===== src/rtl/seq_alu.sv =====
// Sequential WIDTH-bit ALU with flags, signed SLT and valid/ready handshakes.
// Define ALU_MUL_EN to build op 110 as a multi-cycle shift-and-add multiplier.
module seq_alu #(
  parameter int WIDTH = 8,
  parameter int CNT_W = $clog2(WIDTH) + 1
) (
  input  logic             clk,
  input  logic             rst,
  input  logic             in_valid,
  output logic             in_ready,
  input  logic [WIDTH-1:0] a,
  input  logic [WIDTH-1:0] b,
  input  logic             ainv,
  input  logic             binv,
  input  logic             cin,
  input  logic [2:0]       op,
  output logic             out_valid,
  input  logic             out_ready,
  output logic [WIDTH-1:0] result,
  output logic             cout,
  output logic             overflow,
  output logic             zero,
  output logic             negative,
  output logic             illegal
);

`ifdef ALU_MUL_EN
  typedef enum logic [1:0] {IDLE = 2'd0, MUL = 2'd1, DONE = 2'd2} state_t;
`else
  typedef enum logic [1:0] {IDLE = 2'd0, DONE = 2'd2} state_t;
`endif

  state_t state;

  if (WIDTH < 2 || CNT_W != $clog2(WIDTH) + 1) begin : g_param_check
  end

  logic [WIDTH-1:0] a_c, b_c;
  logic [WIDTH:0]   sum, diff;
  logic             ovf_sub;
  logic [WIDTH-1:0] c_res;
  logic             c_cout, c_ovf, c_ill;

  assign in_ready = (state == IDLE);

  // Single-cycle datapath; SLT reuses a' - b' and corrects the sign with ovf_sub.
  always_comb begin
    a_c     = ainv ? ~a : a;
    b_c     = binv ? ~b : b;
    sum     = {1'b0, a_c} + {1'b0, b_c} + {{WIDTH{1'b0}}, cin};
    diff    = {1'b0, a_c} + {1'b0, ~b_c} + {{WIDTH{1'b0}}, 1'b1};
    ovf_sub = (a_c[WIDTH-1] != b_c[WIDTH-1]) && (diff[WIDTH-1] != a_c[WIDTH-1]);
    c_res   = '0;
    c_cout  = 1'b0;
    c_ovf   = 1'b0;
    c_ill   = 1'b0;
    case (op)
      3'b000: c_res = a_c & b_c;
      3'b001: c_res = a_c | b_c;
      3'b010: c_res = a_c ^ b_c;
      3'b011: c_res = ~(a_c | b_c);
      3'b100: begin
        c_res  = sum[WIDTH-1:0];
        c_cout = sum[WIDTH];
        c_ovf  = (a_c[WIDTH-1] == b_c[WIDTH-1]) && (sum[WIDTH-1] != a_c[WIDTH-1]);
      end
      3'b101: begin
        c_res  = {{(WIDTH-1){1'b0}}, diff[WIDTH-1] ^ ovf_sub};
        c_cout = diff[WIDTH];
        c_ovf  = ovf_sub;
      end
      default: c_ill = 1'b1;
    endcase
  end

`ifdef ALU_MUL_EN
  logic [2*WIDTH-1:0] mcand, acc, acc_step, acc_last;
  logic [WIDTH-1:0]   mplier;
  logic [CNT_W-1:0]   cnt;

  // The final step folds in the top two multiplier bits so the result lands WIDTH cycles after accept.
  always_comb begin
    acc_step = acc + (mplier[0] ? mcand : '0);
    acc_last = acc_step + (mplier[1] ? (mcand << 1) : '0);
  end
`endif

  always_ff @(posedge clk) begin
    if (rst) begin
      state     <= IDLE;
      out_valid <= 1'b0;
      result    <= '0;
      cout      <= 1'b0;
      overflow  <= 1'b0;
      zero      <= 1'b0;
      negative  <= 1'b0;
      illegal   <= 1'b0;
`ifdef ALU_MUL_EN
      mcand     <= '0;
      mplier    <= '0;
      acc       <= '0;
      cnt       <= '0;
`endif
    end else begin
      case (state)
        IDLE: begin
          if (in_valid) begin
`ifdef ALU_MUL_EN
            if (op == 3'b110) begin
              mcand  <= {{WIDTH{1'b0}}, a_c};
              mplier <= b_c;
              acc    <= '0;
              cnt    <= '0;
              state  <= MUL;
            end else
`endif
            begin
              result    <= c_res;
              cout      <= c_cout;
              overflow  <= c_ovf;
              zero      <= (c_res == '0);
              negative  <= c_res[WIDTH-1];
              illegal   <= c_ill;
              out_valid <= 1'b1;
              state     <= DONE;
            end
          end
        end
`ifdef ALU_MUL_EN
        MUL: begin
          if (cnt == CNT_W'(WIDTH - 2)) begin
            result    <= acc_last[WIDTH-1:0];
            cout      <= |acc_last[2*WIDTH-1:WIDTH];
            overflow  <= 1'b0;
            zero      <= (acc_last[WIDTH-1:0] == '0);
            negative  <= acc_last[WIDTH-1];
            illegal   <= 1'b0;
            out_valid <= 1'b1;
            state     <= DONE;
          end else begin
            acc    <= acc_step;
            mcand  <= mcand << 1;
            mplier <= mplier >> 1;
            cnt    <= cnt + CNT_W'(1);
          end
        end
`endif
        DONE: begin
          if (out_ready) begin
            out_valid <= 1'b0;
            state     <= IDLE;
          end
        end
        default: state <= IDLE;
      endcase
    end
  end

endmodule


===== config.mk =====
export PLATFORM = sky130hd
export DESIGN_NAME = seq_alu
export DESIGN_NICKNAME = d
export VERILOG_FILES = /design/src/rtl/seq_alu.sv
export SDC_FILE = /design/constraint.sdc
export NUM_CORES = 1
export LEC_CHECK = 0
export BUFFER_PORTS_ARGS = -buffer_cell sky130_fd_sc_hd__buf_4
export CORE_UTILIZATION = 40
export DETAILED_ROUTE_END_ITERATION = 7
export SLEW_MARGIN = 20
export SYNTH_ARGS = -nofsm -noshare
export SYNTH_HDL_FRONTEND = slang
export SYNTH_SLANG_ARGS = --single-unit

===== constraint.sdc =====
create_clock -name clk -period 2.7 [get_ports clk]
set_input_delay 0.135 -clock clk [delete_from_list [all_inputs] [get_ports clk]]
set_output_delay 0.135 -clock clk [all_outputs]
set_load 0.1 [all_outputs]

* Word-level counts from Yosys, hierarchy flattened
Cells that the tools add are included.
Cells by class: add/subtract/negate cells 4, equal/unequal tests 12, multiplexer cells 12, bitwise operators 8, reduce and logical (&&, ||, !) cells 10
Operator list (count):
- $pmux W8 S6 | 1
- $not A8 Y8 | 4
- $add A8 B8 Y9 | 2
- $mux W8 | 2
- $add A9 B1 Y9 | 1
- $add A9 B1 Y9 const B | 1
- $and A8 B8 Y8 | 1
- $logic_not A8 Y1 | 1
- $or A8 B8 Y8 | 1
- $xor A8 B8 Y8 | 1
- $eq A3 B2 Y1 const B | 2
- $eq A3 B3 Y1 const B | 2
- $pmux W1 S2 | 3
- $reduce_or A6 Y1 | 1
- $mux W2 | 2
- $ne A2 B2 Y1 const B | 2
- $pmux W2 S2 | 1
- $reduce_and A2 Y1 | 2
- $eq A3 B1 Y1 const B | 1
- $logic_not A3 Y1 | 1
- $mux W1 | 3
- $ne A1 B1 Y1 | 3
- $reduce_and A3 Y1 | 1
- $eq A2 B2 Y1 const B | 1
- other kinds (5) | 6
Word-level totals: bits in registers 16, input bits 26, output and inout bits 15, word-level logic and storage cells 54

* Logic depth before layout (Yosys ltp)
Gate-level depths: netlist of run 1.
depth after elaboration 10, gate-level depth with buffers 16, mapped depth without buffers 15

* Worst setup path before layout of run 1
No wires, ideal clock.
path type input to register, from input ainv, to register zero, library setup time 0.059 ns, data arrival time 2.814 ns, required time 2.641 ns, setup slack -0.173 ns, cell stages on the path 15, buffers on the path 1, cells stage by stage buf_6 > xor2_1 > ha_1 > o21bai_1 > a21oi_1 > o22a_1 > o21bai_1 > a221oi_2 > fa_1 > and3_1 > a21oi_1 > o22a_1 > nand2b_1 > nor4b_1 > a41o_1
Between the ends: word-level cells in the longest chain between the ends 8, elaborated cells on any way between the ends 15, those cells by class 4 x add/sub; 2 x eq/ne; 2 x mux; 5 x bitwise; 2 x reduce/logical
Ends and longest elaborated chain:
- from (decl) | RTL line 13 | input logic ainv,
- $mux W8 * | RTL line 48 | a_c = ainv ? ~a : a;
- $add A8 B8 Y9 | RTL line 51 | diff = {1'b0, a_c} + {1'b0, ~b_c} + {{WIDTH{1'b0}}, 1'b1};
- $add A9 B1 Y9 | RTL line 51
- $ne A1 B1 Y1 | RTL line 52 | ovf_sub = (a_c[WIDTH-1] != b_c[WIDTH-1]) && (diff[WIDTH-1] != a_c[WIDTH-1]);
- $logic_and A1 B1 Y1 | RTL line 52
- $xor A1 B1 Y1 | RTL line 68 | c_res = {{(WIDTH-1){1'b0}}, diff[WIDTH-1] ^ ovf_sub};
- $pmux W8 S6 * | RTL line 57 | case (op)
- $logic_not A8 Y1 * | RTL line 121 | zero <= (c_res == '0);
- to (signal assigned) | RTL line 121
- to (decl) | RTL line 22 | output logic zero,
Mark *: on every way between the ends. The rest lies on a longest branch, timed or not. A chain may end at the register's enable or synchronous reset.

* Worst setup path after layout of run 1
from input binv, to register zero
Between the ends: word-level cells in the longest chain between the ends 9, elaborated cells on any way between the ends 16, those cells by class 4 x add/sub; 2 x eq/ne; 2 x mux; 6 x bitwise; 2 x reduce/logical
Ends and longest elaborated chain:
- from (decl) | RTL line 14 | input logic binv,
- $mux W8 * | RTL line 49 | b_c = binv ? ~b : b;
- $not A8 Y8 | RTL line 51
- $add A8 B8 Y9 | RTL line 51
- $add A9 B1 Y9 | RTL line 51
- $ne A1 B1 Y1 | RTL line 52
- $logic_and A1 B1 Y1 | RTL line 52
- $xor A1 B1 Y1 | RTL line 68
- $pmux W8 S6 * | RTL line 57
- $logic_not A8 Y1 * | RTL line 121
Marked as above.

==> results.toml, run 1 <==
[synth]
synth_nets = 274
yosysMostFrequentCell = "inv_1"
synth_top_cell_by_area = "ha_1"
synth-edff-count = 0
synth.top_cell.area_share_pct = 15.5
synth_common_cells = "inv_1, nor2_1, ha_1"
ys.flop_type = "dfxtp_1"
yosys_warnings = 0
synthArstFlopShare_pct = 0
netlist_instances = 223
synthTopCellsByArea = "ha_1, dfxtp_1, xor2_1"
syn_avg_cell_area_um2 = 7.98
synth_seq_cells = 13
synth_cell_types = 48
ys_seq_area_share_pct = 14.6
mappedNetlistArea_um2 = 1780

[power_and_ir_drop]
p_per_area_nw_per_um2 = 442
leakage_nw = 1.13
finalPower_mw = 1.06
irDropWorstVdd_uv = 131

[finish]
fin_util_pct = 58.1
fillers = 423
fin_area_um2 = 2410
drive_above_1_share_pct = 33.2
antenna_cells = 0
area_delta_synth_final_pct = 35.2
finalNonFillerCells = 327
layout.nets = 329

[sta]
slew_violations = 0
setup_viol = 0
fmax_mhz = 399
skew_ns = 0.000439
hold_viol = 0
fin_crit_ns = 2.51
min_period_over_period_pct = 92.8
rsz0062_at_grt = "false"
relSlewSlack_pct = 52.7
hold_ws_ns = 0.152
worstMarginPinSlew_ns = 0.705

[cts]
cts-root-buf = "clkbuf_8"
cts_tree = "yes"
numCtsBuffers = 3
cts.clk_slew.worst_paths_ns = 0.05
clock_path_buffers = 2
h-tree-depth = 1
clock_sinks = 13
clk_latency_ns = 0.24
cts_setup_buffers = 0
cts.hold.buffers_added = 0

[floorplanning]
die_h_um = 68.7
die_x_um = 68.7
core_region_area_um2 = 4140
start_util_pct = 42.9
std_cell_rows = 23
die-area_um2 = 4720
pin_count = 41

[placed_design]
io_buffer_count = 40
dp_cells = 323
place_congestion = 0.767
post_dp_cell_area_um2 = 2280
dp_hpwl_um = 3260

[drt]
vias = 1648
dr.pass1.iters = 4
drt_iter0_drc = 62
detail-route-antenna-nets = 0
viasPerCell = 5.04
post-route-drc-count = 0
routed_wirelength_um = 3990
routedWlPerCell_um = 12.2

[run_status]
status = "complete, no violations"

[grt]
grt_pass1_wl_um = 6470
grt_max_degree = 24
antenna_found_initial = 0
grt_pass1_vias = 1450
grt_usage_pct = 18.4
overflow = 0

[setup_path]
cp_data_arrival_time_ns = 2.65
worstSetupPathType = "in -> reg"
cp-endpoint = "zero"
end_kind = "flop"
ff2ff_path_depth = 6
cp-start-kind = "primary input"
cp_max_fo = 4
rrSetupSlack_ns = 1.03
crit_start = "binv"
r2r-start = "out_valid"
reg2reg_to = "zero"
required_ns = 2.84

[job]
drv_cap = 0

[min_path]
hp-class = "in -> reg"
-- cells by family (layout without fill, tap and decap cells) --
| group | Yosys count | after routing | share of synthesized area, % |
|---|---|---|---|
| xor gates and xnor gates | 22 | 22 | 12.9 |
| AOI/OAI and AO/OA | 60 | 60 | 23.1 |
| muxes | 9 | 9 | 5.34 |
| adders and majority gates | 25 | 25 | 18.8 |
| DFF | 13 | 13 | 14.6 |
| buffers and inverters | 37 | 91 | 9.49 |
| and+or+nand+nor | 57 | 57 | 15.6 |
-- flip-flops by register name, indices dropped and copies added, names as in the netlist --
name       count
illegal        1
out_valid      1
result         8
zero           1
cout           1
overflow       1
-- cells in the final DEF (no fill, tap or decap), types with 2 or more instances in the layout --
cell,count
a211oi_1,10
inv_2,3
nor4_1,2
o22a_1,2
a21oi_1,16
fa_1,2
o211ai_1,2
mux2_2,4
o21ai_0,11
xor2_2,4
clkbuf_8,3
nor3b_1,2
xnor2_1,4
a21oi_2,2
inv_1,21
xnor2_4,2
buf_6,3
ha_1,21
nor2b_1,3
nor3_1,4
mux2i_1,5
o22ai_1,2
nand2b_1,4
nand2_1,8
xor2_4,2
nand3_1,4
buf_4,60
xor2_1,10
and2_1,2
dfxtp_1,13
nor2_1,23
-- power by group --
group | internal (mW) | switching [mW]
clock | 0.104 | 0.0696
combinational | 0.278 | 0.396
sequential | 0.207 | 0.00805
-- per-stage QoR --
step | TNS (ns) | setup WS [ns]
floorplan | 0 | 0.000787
global placement | -0.196 | -0.0905
detailed placement | -0.346 | -0.154
CTS | 0 | 0.0987
global route | 0 | 0.00791
finish | 0 | 0.194
-- worst min path at each step --
stage,from,end,slack (ns),cells after the start
CTS,out_ready,out_valid,0.15,3
finish,out_ready,out_valid,0.15,3
global route,out_ready,out_valid,0.17,3
floorplan,out_ready,out_valid,0.32,2
global placement,out_ready,out_valid,0.41,3
detailed placement,out_ready,out_valid,0.41,3
-- critical path, stage by stage --
cell	delay (ns)
buf_6	0.12
buf_6	0.13
xor2_2	0.14
ha_1	0.28
inv_2	0.04
a211oi_2	0.20
o22a_1	0.16
o21bai_1	0.07
a221oi_2	0.34
fa_2	0.26
and3_4	0.16
a21oi_2	0.03
o22a_1	0.18
nand2b_1	0.09
nor4b_2	0.05
a41o_1	0.23
-- routing by layer --
metal | wire length, um | track usage [%] | vias up
li1 | - | - | 874
met1 | 2030 | 24.6 | 730
met2 | 1750 | 29.7 | 37
met3 | 133 | 1.64 | 7
met4 | 79 | 8.42 | 0
met5 | 0 | 0 | -
-- what timing repair did --
action | 4_1_cts | 5_1_grt
setup endpoints to repair | 0 | 1
resized for setup | 0 | 16
hold endpoints to repair | 0 | 0
-- area by class of cell --
cell class / count / area [um^2] / area share [%]
clock buffer: 4 / 45.0 / 1.87
inverter: 24 / 90.1 / 3.74
multi-input combinational: 173 / 1460 / 60.8
sequential: 13 / 260 / 10.8
tap: 50 / 62.6 / 2.60
timing repair buffer: 63 / 484 / 20.1
Note: power is estimated with default switching activity, not from simulation.
==> run 2: changes to the inputs <==
Settings changed: ABC_AREA set to 1, ABC_CLOCK_PERIOD_IN_PS set to 2700.
==> results.toml, run 2 <==
[cts]
numCtsBuffers = 3
clock_sinks = 13
clk_latency_ns = 0.25
cts.clk_slew.worst_paths_ns = 0.05
cts_tree = "yes"
cts-root-buf = "clkbuf_8"
h-tree-depth = 1
clock_path_buffers = 2

[synth]
synth_cell_types = 29
yosysMostFrequentCell = "nand2_1"
synthArstFlopShare_pct = 0
syn_avg_cell_area_um2 = 6.39
synth_top_cell_by_area = "ha_1"
synth_seq_cells = 13
ys.flop_type = "dfxtp_1"
synth_nets = 330
ys_seq_area_share_pct = 14.6
synth_common_cells = "nand2_1, inv_1, nor2_1"
synth.top_cell.area_share_pct = 15.4
synthTopCellsByArea = "ha_1, dfxtp_1, nand2_1"
netlist_instances = 279
mappedNetlistArea_um2 = 1780
yosys_warnings = 0
synth-edff-count = 0

[setup_path]
crit_top_cell = "a21oi_1"
crit_chain = "buf_4 > xnor2_2 > inv_2 > buf_4 > ha_1 > o21bai_1 > a21oi_1 > o22ai_1 > a21oi_1 > o21ai_1 > a21oi_1 > fa_2 > xnor2_1 > nor2_1 > nand2_1 > a31oi_1"
r2r-start = "out_valid"
crit_buf_inv = 3
rrSetupSlack_ns = 1.20
crit_slowest_cell = "fa_2"
worstSetupPathType = "in -> reg"
end_kind = "flop"
cp_data_arrival_time_ns = 2.61
slowest_delay_ns = 0.48
cp-start-kind = "primary input"
cp_max_fo = 2
ff2ff_path_depth = 5
required_ns = 2.87
cp.depth = 16
reg2reg_to = "result[3]"
cpLargestDelayFamily = "compound AO/OA/AOI/OAI gates"

[drt]
vias = 1856
drt_iter0_drc = 67
routedWlPerCell_um = 11.0
dr.pass1.iters = 7
viasPerCell = 4.76
routed_wirelength_um = 4290
detail-route-antenna-nets = 0
post-route-drc-count = 0

[min_path]
min_from = "rst"
holdPathStages = 2
min_to = "zero"
hp-class = "in -> reg"

[sta]
rsz0062_at_grt = "false"
fmax_mhz = 410
setup_viol = 0
hold_viol = 0
relSlewSlack_pct = 70.4
fin_crit_ns = 2.44
skew_ns = 0.00236
slew_violations = 0
worstMarginPinSlew_ns = 0.441
min_period_over_period_pct = 90.3
fin_ws_ns = 0.261
fin_tns_setup_ns = 0

[grt]
overflow = 0
grt_pass1_vias = 1575
antenna_found_initial = 0
grt_max_degree = 20
grt_pass1_wl_um = 6920
grt_usage_pct = 19.7

[finish]
largest_reg_flops = 8
layout.nets = 392
largest_register = "result"
final_common_cell = "buf_4"
drive_above_1_share_pct = 24.7
area_delta_synth_final_pct = 34.6
fillers = 436
fin_area_um2 = 2400
antenna_cells = 0
final_cell_mix = "buf_4, nand2_1, inv_1, nor2_1, ha_1"

[floorplanning]
die_x_um = 68.8
start_util_pct = 43.0
std_cell_rows = 23
die-area_um2 = 4730
core_region_area_um2 = 4140
pin_count = 41
die_h_um = 68.8

[placed_design]
io_buffer_count = 40
place_ws_ns = -0.117
place_congestion = 0.861
dp_hpwl_um = 3630
post_dp_cell_area_um2 = 2280

[power_and_ir_drop]
irDropWorstVdd_uv = 145
finalPower_mw = 1.05
p_per_area_nw_per_um2 = 438
leakage_nw = 1.31

[job]
drv_cap = 0

[run_status]
status = "complete, no violations"
## run 2: cell count changes after synthesis, moves of 8 or more
cell,before,now
xnor2_1,4,15
nand3_1,4,20
inv_1,24,53
a211oi_1,11,3
nand4_1,0,11
xor2_1,16,2
nand2_1,8,57
## run 2: worst max path at each step
stage / slack [ns] / endpoint / start
floorplan: 0.11 / zero / binv
global placement: -0.03 / zero / binv
detailed placement: -0.12 / zero / ainv
CTS: 0.13 / zero / ainv
global route: 0.03 / zero / ainv
finish: 0.26 / overflow / a[1]
## run 2: cells by family after synthesis
kind of cell | Yosys count | share of synthesized area (%)
simple gates | 118 | 28.8
buf+inv | 64 | 15.6
compound gates | 41 | 13.3
fa+ha+maj | 25 | 18.8
xor+xnor | 17 | 8.35
flops | 13 | 14.6
mux | 1 | 0.561
## run 2: layout make-up
| cell class | count | area (um^2) | area share [%] |
|---|---|---|---|
| multi-input combinational | 202 | 1320 | 54.8 |
| timing repair buffer | 65 | 500 | 20.9 |
| sequential | 13 | 262 | 10.9 |
| inverter | 56 | 214 | 8.92 |
| tap | 50 | 62.6 | 2.61 |
| clock buffer | 4 | 45.0 | 1.88 |
## run 2: through the flow
step	std cells	util, %	hold slack, ns
3_3_place_gp	386	55.1	0.339
6_report	390	57.9	0.0766
3_5_place_dp	386	55.1	0.336
5_1_grt	390	57.9	0.0834
2_1_floorplan	279	-	0.204
4_1_cts	390	56.2	0.0764
## run 2: power breakdown
group / leakage (nW) / internal (mW) / switching [mW]
logic: 1.18 / 0.251 / 0.408
registers: 0.108 / 0.208 / 0.00862
clock network: 0.0228 / 0.104 / 0.0709
## run 2: worst register-to-register path: cells and delay by family (launching register included)
kind / cells / cell delay, ns
buffers and inverters: 3 / 0.56
flip-flops: 1 / 0.35
AO/OA/AOI/OAI: 1 / 0.32
AND/OR/NAND/NOR: 1 / 0.17
## run 2: timing repair
action                     4_1_cts  5_1_grt
buffers inserted                 0        0
setup endpoints to repair        0        1
resized for setup                0       11
hold buffers                     0        0
## run 2: per-layer routing
layer | track usage, % | routed length [um]
met5 | 0 | 0
met2 | 33.1 | 1940
met4 | 8.67 | 80
met3 | 1.48 | 232
met1 | 25.5 | 2040
==> run 3: changes to the inputs <==
Settings changed: CORE_UTILIZATION 40 to 25.
==> results.toml, run 3 (synthesized netlist as in run 2, its figures left out) <==
[cts]
clk_latency_ns = 0.24
cts.clk_slew.worst_paths_ns = 0.06
cts_tree = "yes"
h-tree-depth = 1
clock_path_buffers = 2
clock_sinks = 13
cts.hold.buffers_added = 0
numCtsBuffers = 3
cts-root-buf = "clkbuf_8"

[setup_path]
ff2ff_path_depth = 5
crit_start = "ainv"
reg2reg_to = "overflow"
crit_slowest_cell = "fa_1"
cp-endpoint = "zero"
cp_data_arrival_time_ns = 2.57
worstSetupPathType = "in -> reg"
rrSetupSlack_ns = 1.14
cpLargestDelayFamily = "compound AO/OA/AOI/OAI gates"
cp.depth = 20
crit_chain = "buf_4 > buf_6 > xnor2_2 > ha_1 > o21bai_1 > a21oi_1 > o22ai_2 > a21oi_1 > o21ai_1 > a21oi_1 > fa_1 > nand2_1 > nand2_1 > nor2_1 > nand2_1 > nor2_1 > nand3_1 > nor2_1 > nand3_1 > a21oi_2"
slowest_delay_ns = 0.37
cp_max_fo = 7
r2r-start = "out_valid"
required_ns = 2.88
cp-start-kind = "primary input"
crit_buf_inv = 2
end_kind = "flop"

[sta]
fin_crit_ns = 2.39
setup_viol = 0
rsz0062_at_grt = "false"
hold_ws_ns = 0.0850
fmax_mhz = 418
worstMarginPinSlew_ns = 0.450
slew_violations = 0
min_period_over_period_pct = 88.5
hold_viol = 0
skew_ns = 0.00199
relSlewSlack_pct = 69.8

[floorplanning]
die_x_um = 86.5
pin_count = 41
start_util_pct = 26.1
die-area_um2 = 7470
die_h_um = 86.5
std_cell_rows = 30
core_region_area_um2 = 6830

[finish]
layout.nets = 388
fillers = 778
final_common_cell = "buf_4"
final_cell_mix = "buf_4, nand2_1, inv_1, nor2_1, ha_1"
largest_reg_flops = 8
drive_above_1_share_pct = 23.2
multiInputGateArea_um2 = 1290
finalNonFillerCells = 432
antenna_cells = 0
fin_area_um2 = 2390
largest_register = "result"
area_delta_synth_final_pct = 34.2
seq_area_um2 = 262
fin_util_pct = 35.0

[grt]
grt_max_degree = 20
grt_pass1_vias = 1807
antenna_found_initial = 0
grt_usage_pct = 12.6
grt_pass1_wl_um = 7780
overflow = 0

[drt]
routed_wirelength_um = 4490
detail-route-antenna-nets = 0
post-route-drc-count = 0
vias = 1887
routedWlPerCell_um = 10.4
drt_iter0_drc = 95
viasPerCell = 4.37
dr.pass1.iters = 7

[power_and_ir_drop]
irDropWorstVdd_uv = 151
p_per_area_nw_per_um2 = 433
leakage_nw = 1.28
finalPower_mw = 1.04

[run_status]
status = "complete, no violations"

[job]
drv_cap = 0

[placed_design]
post_dp_cell_area_um2 = 2300
dp_hpwl_um = 3870
dp_cells = 428
io_buffer_count = 40
place_congestion = 0.933

[min_path]
hp-class = "in -> reg"
run 3: worst min-delay path by stage:
stage,from,end,slack (ns),depth (start not counted)
after global routing,rst,zero,0.09,2
after CTS,rst,illegal,0.09,2
after floorplan,rst,illegal,0.20,1
after detailed placement,rst,illegal,0.34,2
after global placement,rst,illegal,0.34,2
final,rst,zero,0.09,2
run 3: through the flow:
step | setup slack, ns | TNS [ns]
2_1_floorplan | 0.111 | 0
3_3_place_gp | -0.0432 | -0.0432
3_5_place_dp | -0.0856 | -0.0856
4_1_cts | 0.138 | 0
5_1_grt | 0.00841 | 0
6_report | 0.310 | 0
run 3: cell type report:
| cell class | count | share of cell area (%) |
|---|---|---|
| Inverter | 56 | 8.94 |
| Clock inverter | 1 | 0.209 |
| Tap cell | 96 | 5.02 |
| Clock buffer | 3 | 1.73 |
| Timing Repair Buffer | 61 | 19.3 |
| Sequential cell | 13 | 10.9 |
| Multi-Input combinational cell | 202 | 53.9 |
run 3: report_power, final:
group | switching [mW] | internal, mW
combinational | 0.409 | 0.240
clock | 0.0675 | 0.102
sequential | 0.00908 | 0.208
run 3: what timing repair did:
item | CTS | global route
setup endpoints to repair | 0 | 1
setup buffers | 0 | 0
gates resized for setup | 0 | 8
run 3: per-layer routing:
layer / vias to the layer above / track usage, % / part of all wire (%)
li1: 1005 / - / -
met1: 812 / 17.1 / 49
met2: 64 / 21.5 / 45
met3: 6 / 0.952 / 5.4
met4: 0 / 3.64 / 1.0
met5: - / 0 / 0
run 3: worst register-to-register path, stage by stage (launching register included):
cell	delay [ns]
dfxtp_2	0.35
clkinvlp_4	0.09
nand2_1	0.18
clkinv_1	0.43
o21ai_0	0.33
a31oi_1	0.06
